File: src/rtl/ex_mem_skid_reg.sv
// EX/MEM pipeline register with a valid/ready handshake and a one-entry skid buffer.
// IN_READY and OUT_VALID are decoded from the registered state only. This means
// neither ready nor valid has a combinational path through the block.
module ex_mem_skid_reg #(
  parameter int XLEN  = 32,
  parameter int RD_W  = 5,
  parameter int CNT_W = 16
) (
  input  logic             CLK,
  input  logic             RESET,
  input  logic             IN_VALID,
  output logic             IN_READY,
  input  logic             IN_FLUSH,
  input  logic [RD_W-1:0]  IN_INSTRUCTION,
  input  logic [XLEN-1:0]  IN_PC,
  input  logic [XLEN-1:0]  IN_ALU_RESULT,
  input  logic [XLEN-1:0]  IN_DATA2,
  input  logic [XLEN-1:0]  IN_IMMEDIATE,
  input  logic             IN_DATAMEMSEL,
  input  logic [3:0]       IN_READ_WRITE,
  input  logic [1:0]       IN_WB_SEL,
  input  logic             IN_REG_WRITE_EN,
  output logic             OUT_VALID,
  input  logic             OUT_READY,
  output logic [RD_W-1:0]  OUT_INSTRUCTION,
  output logic [XLEN-1:0]  OUT_PC,
  output logic [XLEN-1:0]  OUT_ALU_RESULT,
  output logic [XLEN-1:0]  OUT_DATA2,
  output logic [XLEN-1:0]  OUT_IMMEDIATE,
  output logic             OUT_DATAMEMSEL,
  output logic [3:0]       OUT_READ_WRITE,
  output logic [1:0]       OUT_WB_SEL,
  output logic             OUT_REG_WRITE_EN,
  output logic [CNT_W-1:0] OUT_STALL_CNT
);

  typedef enum logic [1:0] {
    EMPTY = 2'd0,
    ONE   = 2'd1,
    FULL  = 2'd2
  } state_t;

  typedef struct packed {
    logic [RD_W-1:0] rd;
    logic [XLEN-1:0] pc;
    logic [XLEN-1:0] alu;
    logic [XLEN-1:0] data2;
    logic [XLEN-1:0] imm;
    logic            dms;
    logic [3:0]      rw;
    logic [1:0]      wb;
    logic            rwe;
  } entry_t;

  state_t state_q, state_d;
  entry_t main_q, main_d;
  entry_t skid_q, skid_d;
  entry_t in_entry;
  logic [CNT_W-1:0] stall_q;
  logic out_valid;
  logic in_ready;
  logic accept;
  logic drain;

  assign in_entry = '{rd: IN_INSTRUCTION, pc: IN_PC, alu: IN_ALU_RESULT, data2: IN_DATA2,
                      imm: IN_IMMEDIATE, dms: IN_DATAMEMSEL, rw: IN_READ_WRITE,
                      wb: IN_WB_SEL, rwe: IN_REG_WRITE_EN};

  // The skid holds an entry only in FULL. Ready is simply "the skid is free".
  assign out_valid = (state_q != EMPTY);
  assign in_ready  = (state_q != FULL);
  assign accept    = IN_VALID & in_ready;
  assign drain     = out_valid & OUT_READY;

  // Next-state logic. A flush overrides every other event and loads nothing.
  always_comb begin
    state_d = state_q;
    main_d  = main_q;
    skid_d  = skid_q;
    if (IN_FLUSH) begin
      state_d = EMPTY;
    end else begin
      case (state_q)
        EMPTY: begin
          if (accept) begin
            main_d  = in_entry;
            state_d = ONE;
          end
        end
        ONE: begin
          case ({accept, drain})
            2'b11: main_d = in_entry;
            2'b10: begin
              skid_d  = in_entry;
              state_d = FULL;
            end
            2'b01: state_d = EMPTY;
            default: state_d = ONE;
          endcase
        end
        FULL: begin
          if (drain) begin
            main_d  = skid_q;
            state_d = ONE;
          end
        end
        default: state_d = EMPTY;
      endcase
    end
  end

  // State and entry storage. Reset drops both entries and zeroes every field.
  always_ff @(posedge CLK or posedge RESET) begin
    if (RESET) begin
      state_q <= EMPTY;
      main_q  <= '0;
      skid_q  <= '0;
    end else begin
      state_q <= state_d;
      main_q  <= main_d;
      skid_q  <= skid_d;
    end
  end

  // Count cycles where the memory stage back-pressures a valid entry.
  // The count saturates and only reset clears it, so flushes do not hide stalls.
  always_ff @(posedge CLK or posedge RESET) begin
    if (RESET) begin
      stall_q <= '0;
    end else if (out_valid && !OUT_READY && (stall_q != {CNT_W{1'b1}})) begin
      stall_q <= stall_q + {{(CNT_W-1){1'b0}}, 1'b1};
    end
  end

  assign IN_READY         = in_ready;
  assign OUT_VALID        = out_valid;
  assign OUT_INSTRUCTION  = main_q.rd;
  assign OUT_PC           = main_q.pc;
  assign OUT_ALU_RESULT   = main_q.alu;
  assign OUT_DATA2        = main_q.data2;
  assign OUT_IMMEDIATE    = main_q.imm;
  assign OUT_DATAMEMSEL   = main_q.dms;
  assign OUT_WB_SEL       = main_q.wb;
  // Gate the side effects so a stale main entry can never write memory or the register file.
  assign OUT_READ_WRITE   = out_valid ? main_q.rw : 4'b0000;
  assign OUT_REG_WRITE_EN = out_valid & main_q.rwe;
  assign OUT_STALL_CNT    = stall_q;

endmodule

File: config.mk
export PLATFORM = sky130hd
export DESIGN_NAME = ex_mem_skid_reg
export DESIGN_NICKNAME = d
export VERILOG_FILES = /design/src/rtl/ex_mem_skid_reg.sv
export SDC_FILE = /design/constraint.sdc
export NUM_CORES = 1
export LEC_CHECK = 0
export ABC_CLOCK_PERIOD_IN_PS = 12300
export BUFFER_PORTS_ARGS = -buffer_cell sky130_fd_sc_hd__buf_4
export CAP_MARGIN = 20
export CORE_MARGIN = 4
export CORE_UTILIZATION = 55
export DETAILED_ROUTE_END_ITERATION = 8
export GPL_TIMING_DRIVEN = 0
export PLACE_DENSITY_LB_ADDON = 0.15
export RECOVER_POWER = 25
export SYNTH_ARGS = -nofsm -noshare
export SYNTH_HDL_FRONTEND = slang
export SYNTH_SLANG_ARGS = --single-unit
File: constraint.sdc
create_clock -name CLK -period 12.3 [get_ports CLK]
set_input_delay 2.46 -clock CLK [delete_from_list [all_inputs] [get_ports CLK]]
set_output_delay 2.46 -clock CLK [all_outputs]
set_load 0.02 [all_outputs]
======== Word-level counts from Yosys, hierarchy flattened ========
Cells that the tools add are included.
storage, ports and cells
  output and inout port bits .............. 159
  bits in registers ....................... 300
operators by class
  muxes and demuxes ....................... 10
  equality and inequality tests ........... 13
  reductions and logical operators ........ 9
  $add $sub $neg .......................... 1
  bitwise gates (word level) .............. 4
operators with widths
  operator                 count
  $mux W141                3
  $pmux W141 S3            1
  $add A16 B1 Y16 const B  1
  $ne A16 B16 Y1 const B   1
  $pmux W2 S3              2
  $ne A3 B3 Y1 const B     3
  $eq A2 B2 Y1 const B     3
  $mux W2                  3
  $ne A2 B2 Y1 const B     3
  $reduce_and A3 Y1        2
  $reduce_and A5 Y1        1
  $eq A2 B1 Y1 const B     2
  $mux W4                  1
  $and A1 B1 Y1            3
  $reduce_bool A3 Y1       1
  $logic_and A1 B1 Y1      2
  $logic_not A2 Y1         1
  $ne A2 B1 Y1 const B     1
  $reduce_bool A2 Y1       1
  $logic_not A1 Y1         1
  $not A1 Y1               1

======== Depth between registers and ports, before layout ========
Gate-level depths: netlist (run 1).
  word-level depth ........................ 6
  gate-level depth with buffers ........... 12
  depth with buffers taken out ............ 8

======== Worst setup path after synthesis (run 1) ========
OpenSTA, ideal clock, no wires.
  path type ............................... input port to flip-flop
  from .................................... input IN_VALID
  to ...................................... register skid_q[0] (netlist name)
  data arrival time ....................... 3.702 ns
  stages .................................. 7
  setup time .............................. 0.125 ns
  slack ................................... 8.474 ns
  required time ........................... 12.175 ns
  path buffers ............................ 3
  cells stage by stage .................... and2_1 -> ha_1 -> and3b_1 -> buf_2 -> buf_2 -> buf_2 -> mux2_2
on the way
  longest elaborated chain between the ends .. 3
ends and longest elaborated chain
  what                         line  text
  from (decl)                  11    input logic IN_VALID,
  $and A1 B1 Y1                72    assign accept = IN_VALID & in_ready;
  $eq A2 B2 Y1                 91    case ({accept, drain})
  $reduce_and A3 Y1 (no line)  --
  to (signal assigned)         121   skid_q <= skid_d;
  to (decl)                    57    entry_t skid_q, skid_d;
No other way between the ends.
A chain may end at the register's enable or synchronous reset.

======== Worst setup path in the final report (run 1) ========
  from .................................... register state_q[1]
  to ...................................... output IN_READY
on the way
  longest elaborated chain between the ends .. 1
ends and longest elaborated chain
  what                    line  text
  from (decl)             55    state_t state_q, state_d;
  from (signal assigned)  119   state_q <= state_d;
  $ne A2 B2 Y1            71    assign in_ready = (state_q != FULL);
  to (decl)               12    output logic IN_READY,
No other way between the ends.

==> impl_metrics.sql, run 1 <==
INSERT INTO impl_metrics (metric_group, metric, value, unit) VALUES
('cts', 'cts-root-buf', 'clkbuf_16', ''),
('cells_and_area', 'post_route_cells_drive_above_1_share', '0.494', ''),
('cts', 'htree_levels', '2', ''),
('setup_path', 'critical_path_arrival', '2.16', 'ns'),
('sta', 'finalMaxSlewViolations', '57', ''),
('global_routing', 'grt_pass1_wl', '52600', 'um'),
('setup_path', 'crit_chain', 'nor2b_1 -> buf_2 -> inv_2 -> clkbuf_1 -> buf_4', ''),
('synth', 'xor_xnor_portion_of_the_synthesized_cell_area', '0.00903', ''),
('global_routing', 'grt_antenna_before_repair', '1', ''),
('synth', 'post_synth_fa_ha_maj_area_fraction', '0.00258', ''),
('detailed_routing', 'drt_first_iter_violations', '517', ''),
('cts', 'cts_sinks', '300', ''),
('global_routing', 'residual_overflow_from_global_routing', '0', ''),
('synth', 'largest_family_of_logic_cells_by_synthesized_area', 'multiplexers', ''),
('die', 'die-height', '171', 'um'),
('cts', 'cts_clk_pin_slew_worst_paths', '0.05', 'ns'),
('global_routing', 'maximum_number_of_pins_on_one_net_before_global_route_repair', '128', ''),
('cells_and_area', 'nets', '1773', ''),
('sta', 'fmax', '216', 'MHz'),
('setup_path', 'startpoint_type', 'register', ''),
('placed_design', 'dp_hpwl', '23700', 'um'),
('sta', 'worst_clock_skew', '0.0159', 'ns'),
('power', 'p_total', '3.48', 'mW'),
('synth', 'synth_warnings', '0', ''),
('sta', 'hold_violations', '0', ''),
('placed_design', 'dp_slack', '7.87', 'ns'),
('detailed_routing', 'postRouteAntennaNets', '0', ''),
('synth', 'syn-num-nets', '1431', ''),
('power', 'power.leakage', '9.57', 'nW'),
('die', 'die_area', '0.0291', 'mm^2'),
('cts', 'cts_tree', 'yes', ''),
('synth', 'post_synthesis_cell_count', '1282', ''),
('cells_and_area', 'flow.area_growth_from_synthesis', '26.3', '%'),
('die', 'core', '0.0261', 'mm^2'),
('cts', 'max-clock-path-buffers', '3', ''),
('placed_design', 'globalplace.congestion', '0.817', ''),
('sta', 'setup_viol_count_final', '0', ''),
('synth', 'synth_enable_flop_cells', '0', ''),
('synth', 'async_reset_ff_frac', '1.00', ''),
('sta', 'final.setup.worst_slack', '7.68', 'ns'),
('setup_path', 'cpPeakStageDelay', '0.46', 'ns'),
('die', 'die_x', '171', 'um'),
('power', 'power.density', '189', 'mW/mm^2'),
('detailed_routing', 'num_vias', '9860', ''),
('flow_run', 'max_cap_viols', '1', ''),
('synth', 'ys_dominant_reg_cell', 'dfrtp_1', ''),
('cells_and_area', 'finalInstanceArea', '0.0184', 'mm^2'),
('die', 'row_count', '59', ''),
('global_routing', 'first_global_vias', '10100', ''),
('cts', 'cts_post_setup_buffers_inserted', '0', ''),
('detailed_routing', 'remaining_drc_errors', '0', ''),
('synth', 'synth_compound_area_frac', '0.00249', ''),
('global_routing', 'groute.usage.overall', '0.224', ''),
('cts', 'cts-buffers-inserted', '34', ''),
('cts', 'ctsHoldBuffers', '0', ''),
('sta', 'worst_pin_slew', '2.66', 'ns'),
('run_status', 'status', 'finished with violations', ''),
('synth', 'mappedNetlistArea', '0.0145', 'mm^2'),
('placed_design', 'post_dp_cell_area', '0.0173', 'mm^2'),
('setup_path', 'cp_slowest_cell', 'clkbuf_1', ''),
('detailed_routing', 'initial_drt_pass_iterations', '4', ''),
('sta', 'relSlewSlack', '-0.782', ''),
('sta', 'unrepaired_setup_endpoints_after_global_routing', 'false', ''),
('detailed_routing', 'detail_route.wl_per_cell', '16.7', 'um'),
('detailed_routing', 'viasPerCell', '4.98', ''),
('synth', 'synth_seq_area_share', '0.516', ''),
('sta', 'final_min_period_over_clock_period', '0.376', ''),
('die', 'io_pins', '305', ''),
('die', 'start_util', '0.558', ''),
('setup_path', 'crit_required', '9.84', 'ns'),
('setup_path', 'cp_max_fo', '10', ''),
('setup_path', 'end_kind', 'output port', ''),
('synth', 'ys_ff_latch', '300', ''),
('synth', 'postSynthAreaPerCell', '11.3', 'um^2'),
('synth', 'synthSimpleGateAreaFrac', '0.129', ''),
('setup_path', 'path_class', 'reg -> out', ''),
('cts', 'post_cts.resized_instances', '0', ''),
('synth', 'synth.mux.area_fraction', '0.243', ''),
('placed_design', 'port_buffers', '304', ''),
('run_status', 'failed_checks', 'max-capacitance violations, max-slew violations', ''),
('cts', 'clock_latency', '0.50', 'ns'),
('power', 'ir_worst_vdd', '0.155', 'mV'),
('detailed_routing', 'wl', '33000', 'um'),
('sta', 'final_period_minus_worst_setup_slack', '4.62', 'ns'),
('synth', 'count_of_cell_types_in_the_netlist', '37', ''),
('worst_hold_path', 'hold_path_class', 'reg -> reg', '');
==> worst max-delay path: cells and delay by family, from the launching register on <==
kind	cells	cell delay (ns)
AND/OR/NAND/NOR	1	0.14
buffers and inverters	4	1.09
flip-flops	1	0.42
==> metal layers <==
layer	global-route usage	wire (um)
met4	0.0597	696
met5	0	0
met1	0.294	14100
met2	0.367	15600
met3	0.0672	2540
==> cell type report <==
| type | count | area [um^2] |
|---|---|---|
| fill | 1954 | 7680 |
| sequential | 300 | 7510 |
| multi-input combinational | 778 | 5610 |
| timing repair buffer | 306 | 2330 |
| buffer | 199 | 1410 |
| clock buffer | 48 | 985 |
| tap | 335 | 419 |
| clock inverter | 7 | 88.8 |
| inverter | 5 | 20.0 |
| antenna | 2 | 5.00 |
==> report_power, final <==
group / total (mW) / switching, mW / internal (mW)
registers: 1.45 / 0.166 / 1.29
logic: 1.05 / 0.429 / 0.618
clock network: 0.983 / 0.387 / 0.596
total: 3.48 / 0.982 / 2.50
==> synthesized netlist by cell type, types with 4 or more instances <==
cell        n  share of area
nor2_1      6         0.0015
nand3_1     4         0.0014
nand2_1   427           0.11
mux2_4     90          0.093
buf_1       6         0.0015
xor2_1     15         0.0090
buf_8       9         0.0093
buf_4     135          0.070
nor3_1      7         0.0024
buf_2      24         0.0083
inv_1       4         0.0010
clkbuf_1   23         0.0059
mux2_2    193           0.15
dfrtp_1   300           0.52
nor2b_1     7         0.0030
nand4_1     5         0.0021
==> final timing paths <==
kind	startpoint	end	slack, ns	cells after the start
worst max-delay path	state_q[1]	IN_READY	7.68	5
worst min-delay path	main_q[0]	main_q[0]	0.50	1
worst max register to register	state_q[1]	skid_q[1]	8.92	11
worst min register to register	main_q[0]	main_q[0]	0.50	1
max in group asynchronous	RESET	skid_q[129]	8.13	3
min in group asynchronous	RESET	OUT_IMMEDIATE[16]	2.73	2
==> registers in the layout, indices dropped and copies added, names as in the netlist, 2 cells and up <==
signal and count:
state_q 2, OUT_STALL_CNT 16, OUT_PC 32, OUT_WB_SEL 2
OUT_INSTRUCTION 5, OUT_DATA2 32, OUT_IMMEDIATE 32, skid_q 141
main_q 5, OUT_ALU_RESULT 32
==> through the flow <==
stage / cells / utilization / hold WS (ns) / TNS (ns)
after floorplan: 1282 / - / 0.471 / 0
after global placement: 1921 / 0.662 / 0.482 / -573.49
after detailed placement: 1923 / 0.664 / 0.490 / 0
after CTS: 1978 / 0.706 / 0.503 / 0
after global routing: 1979 / 0.705 / 0.513 / 0
final: 1980 / 0.705 / 0.500 / 0
==> cell families (layout without fill, tap and decap cells) <==
kind of cell             Yosys count  in the layout
AND/OR/NAND/NOR                  470            470
adder cells (fa/ha/maj)            3              3
other                              0              2
buffers and inverters            204            565
XOR/XNOR                          15             15
multiplexers                     284            284
flip-flops                       300            300
AO/OA/AOI/OAI                      6              6
==> cells in the final DEF (no fill, tap or decap), types with 3 or more instances in the layout <==
| master | instances |
|---|---|
| buf_4 | 437 |
| nand2_1 | 427 |
| dfrtp_1 | 300 |
| mux2_2 | 193 |
| mux2_4 | 90 |
| clkbuf_16 | 35 |
| clkbuf_1 | 31 |
| buf_2 | 24 |
| xor2_1 | 15 |
| buf_8 | 9 |
| nor2b_1 | 7 |
| nor3_1 | 7 |
| buf_1 | 6 |
| nor2_1 | 6 |
| clkbuf_8 | 6 |
| nand4_1 | 5 |
| nand3_1 | 4 |
| clkinv_2 | 4 |
| inv_1 | 3 |
| nor4_1 | 3 |
| ha_1 | 3 |
Note: power is estimated with default switching activity, not from simulation.
==> inputs of run 2 (changes only) <==
- ABC_AREA: default -> 1
- ABC_CLOCK_PERIOD_IN_PS: 12300 -> 4380
- clock period: 12.3 -> 4.38 ns (I/O delays scaled with it)
==> run 2 against run 1 <==
  * The flow still finishes with violations (max-capacitance violations, max-slew violations)
  * Wire length increased by 17%
  * Synthesized cell count grew 42%
  * Sequential power increased to 2.9 times the previous value
  * Clock power grew to 2.8 times the previous value
  * Worst setup slack got worse by 6.3 ns
  * Total power grew to 2.9 times the previous value
  * Worst hold slack lost 0.014 ns
==> impl_metrics.sql, run 2 <==
INSERT INTO impl_metrics (metric_group, metric, value, unit) VALUES
('synth', 'postSynthAreaPerCell', '7.97', 'um^2'),
('setup_path', 'end_kind', 'async pin', ''),
('power', 'intPower', '6.90', 'mW'),
('global_routing', 'first_global_vias', '12700', ''),
('sta', 'hold_violations', '0', ''),
('placed_design', 'port_buffers', '304', ''),
('cells_and_area', 'n_fill_cell', '2120', ''),
('cts', 'cts_clk_pin_slew_worst_paths', '0.06', 'ns'),
('global_routing', 'grt_pass1_wl', '62800', 'um'),
('die', 'die_x', '170', 'um'),
('detailed_routing', 'detail_route.wl_per_cell', '15.4', 'um'),
('cts', 'clock_latency', '0.55', 'ns'),
('sta', 'unrepaired_setup_endpoints_after_global_routing', 'false', ''),
('cells_and_area', 'flow.area_growth_from_synthesis', '26.9', '%'),
('cells_and_area', 'post_route_cells_drive_above_1_share', '0.257', ''),
('die', 'start_util', '0.558', ''),
('die', 'core', '0.0260', 'mm^2'),
('cells_and_area', 'finalInstanceArea', '0.0184', 'mm^2'),
('die', 'row_count', '59', ''),
('flow_run', 'max_cap_viols', '1', ''),
('placed_design', 'globalplace.congestion', '0.882', ''),
('setup_path', 'cp_max_fo', '41', ''),
('sta', 'relSlewSlack', '-0.475', ''),
('cells_and_area', 'finalCoreUtilization', '0.708', ''),
('synth', 'synth_most_common_cell', 'nand2_1', ''),
('run_status', 'status', 'finished with violations', ''),
('synth', 'count_of_cell_types_in_the_netlist', '22', ''),
('synth', 'synth_enable_flop_cells', '0', ''),
('cells_and_area', 'post_layout_nonfiller_instances', '2522', ''),
('sta', 'worst_clock_skew', '0.00677', 'ns'),
('detailed_routing', 'viasPerCell', '5.01', ''),
('die', 'io_pins', '305', ''),
('sta', 'final_min_period_over_clock_period', '0.693', ''),
('sta', 'finalMaxSlewViolations', '42', ''),
('power', 'power_switching_share', '0.326', ''),
('cts', 'cts_post_setup_buffers_inserted', '0', ''),
('detailed_routing', 'postRouteAntennaNets', '0', ''),
('worst_hold_path', 'hold_path_class', 'reg -> reg', ''),
('synth', 'synth_area_leader_cell', 'dfrtp_1', ''),
('synth', 'post_synthesis_cell_count', '1819', ''),
('setup_path', 'critical_path_arrival', '3.24', 'ns'),
('synth', 'async_reset_ff_frac', '1.00', ''),
('synth', 'synth_common_cells', '428 x nand2_1, 302 x inv_1, 300 x dfrtp_1', ''),
('power', 'p_comb_frac', '0.322', ''),
('synth', 'synth_warnings', '0', ''),
('cts', 'htree_levels', '1', ''),
('detailed_routing', 'num_vias', '12600', ''),
('cts', 'max-clock-path-buffers', '3', ''),
('power', 'power_switching', '3.34', 'mW'),
('detailed_routing', 'remaining_drc_errors', '0', ''),
('cells_and_area', 'max_ffs_per_register', '141', ''),
('die', 'die-height', '170', 'um'),
('power', 'ir_worst_vdd', '0.468', 'mV'),
('setup_path', 'crit_required', '4.58', 'ns'),
('cells_and_area', 'largest-register', 'skid_q', ''),
('power', 'power.clock.fraction', '0.269', ''),
('detailed_routing', 'initial_drt_pass_iterations', '5', ''),
('global_routing', 'groute.usage.overall', '0.263', ''),
('power', 'power.leakage', '9.81', 'nW'),
('sta', 'final_period_minus_worst_setup_slack', '3.04', 'ns'),
('cells_and_area', 'highest_count_cells_in_the_layout_ignoring_fill_and_taps', '465 x buf_4, 428 x nand2_1, 301 x inv_1', ''),
('synth', 'yosys.area.top_type_share', '0.518', ''),
('cts', 'cts-root-buf', 'clkbuf_16', ''),
('cells_and_area', 'final_antenna_diode_count', '0', ''),
('detailed_routing', 'wl', '38700', 'um'),
('worst_hold_path', 'holdPathStages', '2', ''),
('power', 'p_total', '10.2', 'mW'),
('power', 'seq_power_share', '0.409', ''),
('cts', 'cts_sinks', '300', ''),
('die', 'die_area', '0.0290', 'mm^2'),
('cts', 'ctsHoldBuffers', '0', ''),
('global_routing', 'grt_antenna_before_repair', '0', ''),
('setup_path', 'path_class', 'in -> async', ''),
('synth', 'syn-num-nets', '1968', ''),
('synth', 'synth_seq_area_share', '0.518', ''),
('synth', 'ys_dominant_reg_cell', 'dfrtp_1', ''),
('setup_path', 'timing.reg2reg.worst_path_depth', '9', ''),
('cts', 'cts_tree', 'yes', ''),
('sta', 'setup_viol_count_final', '0', ''),
('global_routing', 'maximum_number_of_pins_on_one_net_before_global_route_repair', '42', ''),
('sta', 'worst_pin_slew', '2.21', 'ns'),
('run_status', 'failed_checks', 'max-capacitance violations, max-slew violations', ''),
('sta', 'fmax', '329', 'MHz'),
('placed_design', 'post_dp_cell_area', '0.0174', 'mm^2'),
('synth', 'synth_top_cells_by_area', 'dfrtp_1 52%, nand2_1 11%, buf_4 8.4%', ''),
('sta', 'hold_slack', '0.486', 'ns'),
('cells_and_area', 'nets', '2314', ''),
('detailed_routing', 'drt_first_iter_violations', '923', ''),
('synth', 'ys_ff_latch', '300', ''),
('power', 'power.density', '556', 'mW/mm^2'),
('cts', 'post_cts.resized_instances', '0', ''),
('global_routing', 'residual_overflow_from_global_routing', '0', ''),
('cts', 'cts-buffers-inserted', '31', ''),
('synth', 'mappedNetlistArea', '0.0145', 'mm^2'),
('placed_design', 'placedCellCount', '2467', ''),
('placed_design', 'dp_hpwl', '27900', 'um'),
('setup_path', 'startpoint_type', 'input pin', ''),
('cells_and_area', 'final_common_cell', 'buf_4', '');
[run 2: worst paths after layout]
path | start | end | slack [ns]
max | RESET | OUT_DATA2[7] | 1.34
min | skid_q[13] | skid_q[13] | 0.49
max reg2reg | state_q[1] | skid_q[3] | 1.57
min reg2reg | skid_q[13] | skid_q[13] | 0.49
max in group CLK | state_q[1] | IN_READY | 1.35
min in group asynchronous | RESET | OUT_DATA2[17] | 0.50
[run 2: per-stage QoR]
stage                     setup slack (ns)  TNS (ns)
final                                 1.34         0
after global routing                 0.749         0
after CTS                             1.33         0
after detailed placement              1.55         0
after global placement               -2.29   -679.33
after floorplan                     -0.483   -144.92
[run 2: routing by layer]
| metal | track usage | routed length [um] |
|---|---|---|
| met5 | 0 | 0 |
| met4 | 0.0615 | 888 |
| met3 | 0.0574 | 3020 |
| met2 | 0.445 | 18600 |
| met1 | 0.350 | 16200 |
[run 2: logic make-up after synthesis]
group           synth area share
compound gates             0.151
xor+xnor                 0.00362
fa+ha+maj                0.00259
buf+inv                    0.182
simple gates               0.142
flops                      0.518
[run 2: power groups by stage]
stage,clock network [mW],registers [mW],logic [mW]
after CTS,2.79,4.18,3.33
after global placement,0,4.19,3.19
after floorplan,0,4.13,2.18
final,2.75,4.19,3.30
after detailed placement,0,4.22,3.31
after global routing,2.91,4.29,3.65
[run 2: cell type report]
cell class / count / area [um^2] / share of cell area
Buffer: 228 / 1500 / 0.0816
Clock buffer: 38 / 832 / 0.0452
Multi-Input combinational cell: 986 / 4350 / 0.236
Clock inverter: 17 / 224 / 0.0122
Timing Repair Buffer: 313 / 2430 / 0.132
Inverter: 305 / 1150 / 0.0623
Sequential cell: 300 / 7510 / 0.408
Tap cell: 335 / 419 / 0.0228
[run 2: worst max-delay path: stages]
cell        delay, ns
clkbuf_4         0.11
clkinvlp_2       0.58
clkbuf_1         1.64
